==> src/rtl/bitwise16_bist.sv <==
// BIST sequencer for a 16-bit combinational bitwise unit: applies four corner
// vectors then N_RAND LFSR-generated vectors, checking each result against the latched op.
module bitwise16_bist #(
  parameter int          N_RAND = 32,
  parameter logic [15:0] SEED   = 16'hACE1
) (
  input  logic        clk,
  input  logic        reset,
  input  logic        start,
  input  logic [1:0]  op,
  output logic [15:0] dut_a,
  output logic [15:0] dut_b,
  input  logic [15:0] dut_out,
  output logic        busy,
  output logic        done,
  output logic        pass,
  output logic [7:0]  fail_count,
  output logic [7:0]  first_fail_idx,
  output logic [15:0] first_fail_got
);

  localparam logic [1:0] S_IDLE  = 2'd0;
  localparam logic [1:0] S_APPLY = 2'd1;
  localparam logic [1:0] S_CHECK = 2'd2;
  localparam logic [1:0] S_DONE  = 2'd3;

  localparam logic [15:0] SEED_EFF = (SEED == 16'h0000) ? 16'h0001 : SEED;
  localparam logic [7:0]  LAST_IDX = 8'(N_RAND + 3);

  logic [1:0]  state;
  logic [7:0]  idx;
  logic [15:0] lfsr;
  logic [1:0]  op_q;

  logic        start_run;
  logic        check_cycle;
  logic        last_vec;
  logic        mismatch;
  logic        first_miss;
  logic [15:0] expected;
  logic [15:0] lfsr_adv;
  logic [7:0]  idx_nxt;

  function automatic logic [15:0] lfsr_step(input logic [15:0] l);
    return {l[14:0], l[15] ^ l[13] ^ l[12] ^ l[10]};
  endfunction

  function automatic logic [15:0] vec_a(input logic [7:0] i, input logic [15:0] l);
    case (i)
      8'd0:    return 16'h0000;
      8'd1:    return 16'hFFFF;
      8'd2:    return 16'hA5A5;
      8'd3:    return 16'hFFFF;
      default: return l;
    endcase
  endfunction

  function automatic logic [15:0] vec_b(input logic [7:0] i, input logic [15:0] l);
    case (i)
      8'd0:    return 16'h0000;
      8'd1:    return 16'h0000;
      8'd2:    return 16'h5A5A;
      8'd3:    return 16'hFFFF;
      default: return ~{l[7:0], l[15:8]};
    endcase
  endfunction

  always_comb begin
    expected = 16'h0000;
    case (op_q)
      2'b00:   expected = dut_a | dut_b;
      2'b01:   expected = dut_a & dut_b;
      2'b10:   expected = dut_a ^ dut_b;
      default: expected = ~(dut_a & dut_b);
    endcase
  end

  assign start_run   = start && ((state == S_IDLE) || (state == S_DONE));
  assign check_cycle = (state == S_CHECK);
  assign last_vec    = (idx == LAST_IDX);
  assign mismatch    = (dut_out != expected);
  assign first_miss  = (first_fail_idx == 8'hFF);
  assign idx_nxt     = idx + 8'd1;
  // The LFSR only moves once a random vector has been consumed, so the
  // first random vector (idx 4) still sees the seed.
  assign lfsr_adv    = (idx >= 8'd4) ? lfsr_step(lfsr) : lfsr;

  always_ff @(posedge clk) begin
    if (reset) begin
      state <= S_IDLE;
      idx   <= 8'd0;
      op_q  <= 2'b00;
      lfsr  <= SEED_EFF;
    end else if (start_run) begin
      state <= S_APPLY;
      idx   <= 8'd0;
      op_q  <= op;
      lfsr  <= SEED_EFF;
    end else begin
      case (state)
        S_APPLY: state <= S_CHECK;
        S_CHECK: begin
          lfsr <= lfsr_adv;
          if (last_vec) begin
            state <= S_DONE;
          end else begin
            state <= S_APPLY;
            idx   <= idx_nxt;
          end
        end
        default: ;
      endcase
    end
  end

  always_ff @(posedge clk) begin
    if (reset) begin
      dut_a <= 16'h0000;
      dut_b <= 16'h0000;
    end else if (start_run) begin
      dut_a <= vec_a(8'd0, SEED_EFF);
      dut_b <= vec_b(8'd0, SEED_EFF);
    end else if (check_cycle) begin
      if (last_vec) begin
        dut_a <= 16'h0000;
        dut_b <= 16'h0000;
      end else begin
        dut_a <= vec_a(idx_nxt, lfsr_adv);
        dut_b <= vec_b(idx_nxt, lfsr_adv);
      end
    end
  end

  // first_fail_idx doubles as the "no failure yet" flag since 8'hFF is never a legal index.
  always_ff @(posedge clk) begin
    if (reset) begin
      fail_count     <= 8'd0;
      first_fail_idx <= 8'hFF;
      first_fail_got <= 16'h0000;
    end else if (start_run) begin
      fail_count     <= 8'd0;
      first_fail_idx <= 8'hFF;
      first_fail_got <= 16'h0000;
    end else if (check_cycle && mismatch) begin
      if (fail_count != 8'hFF) begin
        fail_count <= fail_count + 8'd1;
      end
      if (first_miss) begin
        first_fail_idx <= idx;
        first_fail_got <= dut_out;
      end
    end
  end

  assign busy = (state == S_APPLY) || (state == S_CHECK);
  assign done = (state == S_DONE);
  assign pass = done && (fail_count == 8'd0);

endmodule

==> config.mk <==
export PLATFORM = sky130hd
export DESIGN_NAME = bitwise16_bist
export DESIGN_NICKNAME = d
export VERILOG_FILES = /design/src/rtl/bitwise16_bist.sv
export SDC_FILE = /design/constraint.sdc
export NUM_CORES = 1
export LEC_CHECK = 0
export CAP_MARGIN = 15
export CORE_MARGIN = 2
export CORE_UTILIZATION = 58
export DETAILED_ROUTE_END_ITERATION = 7
export GPL_ROUTABILITY_DRIVEN = 0
export PLACE_DENSITY = 0.95
export SETUP_SLACK_MARGIN = 0.5
export SYNTH_ARGS = -nofsm -noshare
export SYNTH_HDL_FRONTEND = slang
export SYNTH_SLANG_ARGS = --single-unit
==> constraint.sdc <==
create_clock -name clk -period 4.2 [get_ports clk]
set_input_delay 1.05 -clock clk [delete_from_list [all_inputs] [get_ports clk]]
set_output_delay 1.05 -clock clk [all_outputs]
set_load 0.02 [all_outputs]
==> impl_metrics.ini <==
[run_status]
status = completed

[synth]
netlist_top_cells_count = nand2_1, dfxtp_1, a21oi_1
synth.most_common_cell = nand2_1
synth_seq_cells = 92
syn_nets = 739
syn_inst = 677
synthArstFlopShare = 0
synth_top_cell_area_share = 0.3466
postSynthAreaPerCell_sq_um = 7.849
synth_area_leaders = dfxtp_1, ha_1, nand2_1
yosysWarningCount = 0
synthFlopType = dfxtp_1
yosysSeqAreaShare = 0.3466
synth-edff-count = 0
synth_top_cell_by_area = dfxtp_1
ys_types = 54
synthesis.area_sq_mm = 0.005314

[timing]
layout_setup_ws_ps = 743.1
max_slew_margin = 0.2567
fmax_ghz = 0.2893
post-route-period-util = 0.8231
fin_crit_ps = 3457
finalSetupTns_ps = 0
setup_viol = 0
skew_ps = 19.29
final-max-slew-violation-count = 0
rsz0062_at_grt = false
hold_violations = 0
worstMarginPinSlew_ps = 1115

[clock_network]
cts_tree = built
clock_latency_ps = 380
cts.sinks = 92
ctsLongestPathBuffers = 2
path_clk_slew_ps = 110
root_buffer = clkbuf_8
cts_inserted_buffers = 9
post_cts_buffers = 0
htree_levels = 3
cts_resized = 0
hold_buffers = 0

[power_and_ir_drop]
power_density_mw_per_mm2 = 507.2
total_leakage_power_uw = 0.002526
total_power_uw = 3263
p_int_uw = 1987
p_seq_frac = 0.343
power_frac_comb = 0.415
clockPowerShare = 0.242
p_sw_frac = 0.3910
peakVddDrop_mv = 0.2566
switchingPower_uw = 1276

[floorplan]
ios = 88
start_util = 0.6034
core_area_sq_mm = 0.008806
dieHeight_um = 99.72
placementRows = 34
die_w_um = 99.72
die_area_sq_mm = 0.009943

[final_layout]
final_core_util = 0.7306
areaGrowthSynthToFinish_pct = 21.07
drive_above_1_share = 0.06961
n_antenna_cell = 0
layoutNonFillerInstCount = 855
fin_nets = 804

[min_path]
hold_path_depth = 2
min_from = first_fail_idx[3]
hold_class = reg2reg

[global_routing]
grt_pass1_wl_um = 25070
grt_overflow_total = 0
grt_max_degree = 36
grt_pass1_vias = 5124
track_usage = 0.3125
antenna_found_initial = 0

[route]
drt_iter0_markers = 476
routed-via-count = 5357
drc = 0
dr.pass1.iters = 5
final_antenna_net_count = 0
wire_per_inst_um = 18.35
drt-total-wl_um = 15690
via_per_inst = 6.265

[worst_setup_path]
worstPathMaxFanout = 27
r2r_cells = 8
cp_data_required_time_ps = 4430
rr_startpoint = op_q[0]
crit_arrival_ps = 3690
startpoint = op_q[0]
endpoint_kind = register
crit_type = reg2reg
cp-start-kind = register

[placement]
hpwl_um = 10880
dpl_worst_slack_ps = 502.3
numPortBuffers = 87
post-place-cells = 839

[flow_run]
cap_violations = 0
-- through the flow --
| step | hold slack [ps] | area [sq um] |
|---|---|---|
| after global routing | 507.3 | 6434 |
| after floorplan | 458.3 | 5314 |
| final | 481.7 | 6434 |
| after detailed placement | 471.1 | 6171 |
| after CTS | 485.3 | 6434 |
| after global placement | 463.5 | 6171 |
-- worst paths after layout --
check | end | slack [ps]
hold / removal | first_fail_idx[3] | 480
hold reg to reg | first_fail_idx[3] | 480
setup / recovery | fail_count[6] | 740
setup reg to reg | fail_count[6] | 740
-- state kept, by name, indices dropped and copies added, names as in the netlist --
name,flops
dut_a,16
dut_b,16
first_fail_got,16
lfsr,16
fail_count,8
first_fail_idx,8
idx,8
op_q,2
state,2
-- routing by layer --
layer	vias to the layer above	part of all wire	GRT usage	wire (um)
li1	2437	-	-	-
met1	2537	0.39	0.3878	6180
met2	329	0.48	0.5312	7602
met3	54	0.085	0.05060	1333
met4	0	0.037	0.1454	577
met5	-	0	0	0
-- cells by family after synthesis --
kind of cell / synth area share
mux: 0.007535
buf+inv: 0.07276
xor+xnor: 0.05109
fa+ha+maj: 0.09654
compound gates: 0.2103
simple gates: 0.2152
flops: 0.3466
-- cell type report --
class,count,area [sq um]
flip-flops and latches,92,1842
clock inverters,7,138.9
multi-input cells,500,3092
well taps,108,135.1
inverters,43,163.9
fillers,592,2372
clock buffers,9,123.9
repair buffers,96,938.4
-- critical path: stages, from the launching register on --
cell and delay [ps]:
dfxtp_1 790, inv_4 270, a211oi_1 330, a21oi_1 140, xnor2_1 210, nor4_1 410, nand4_2 630, a31oi_1 450
a211oi_2 70
-- power by group through the flow --
stage / clock network, uW / logic (uW) / registers, uW
detailed placement: 0 / 1300 / 1130
global placement: 0 / 1250 / 1120
floorplan: 0 / 798 / 1190
CTS: 782 / 1330 / 1110
finish: 789 / 1350 / 1120
global route: 816 / 1450 / 1130
-- cells in the final DEF, fill, tap and decap left out, types with 8 or more instances in the layout --
cell               n
nand2b_1          11
nor2b_1           10
xnor2_1           26
o21ai_0           26
inv_1             42
a21oi_2           14
nor2_1            29
a21o_1            11
dfxtp_1           92
and2_1            16
nand2_1          108
clkbuf_8           9
o22ai_1           16
o21ai_1           14
a21oi_1           65
a211oi_1           9
a31oi_1            8
clkdlybuf4s50_1   87
nand3_1           34
ha_1              41
buf_4              9
(Power assumes the default switching activity.)
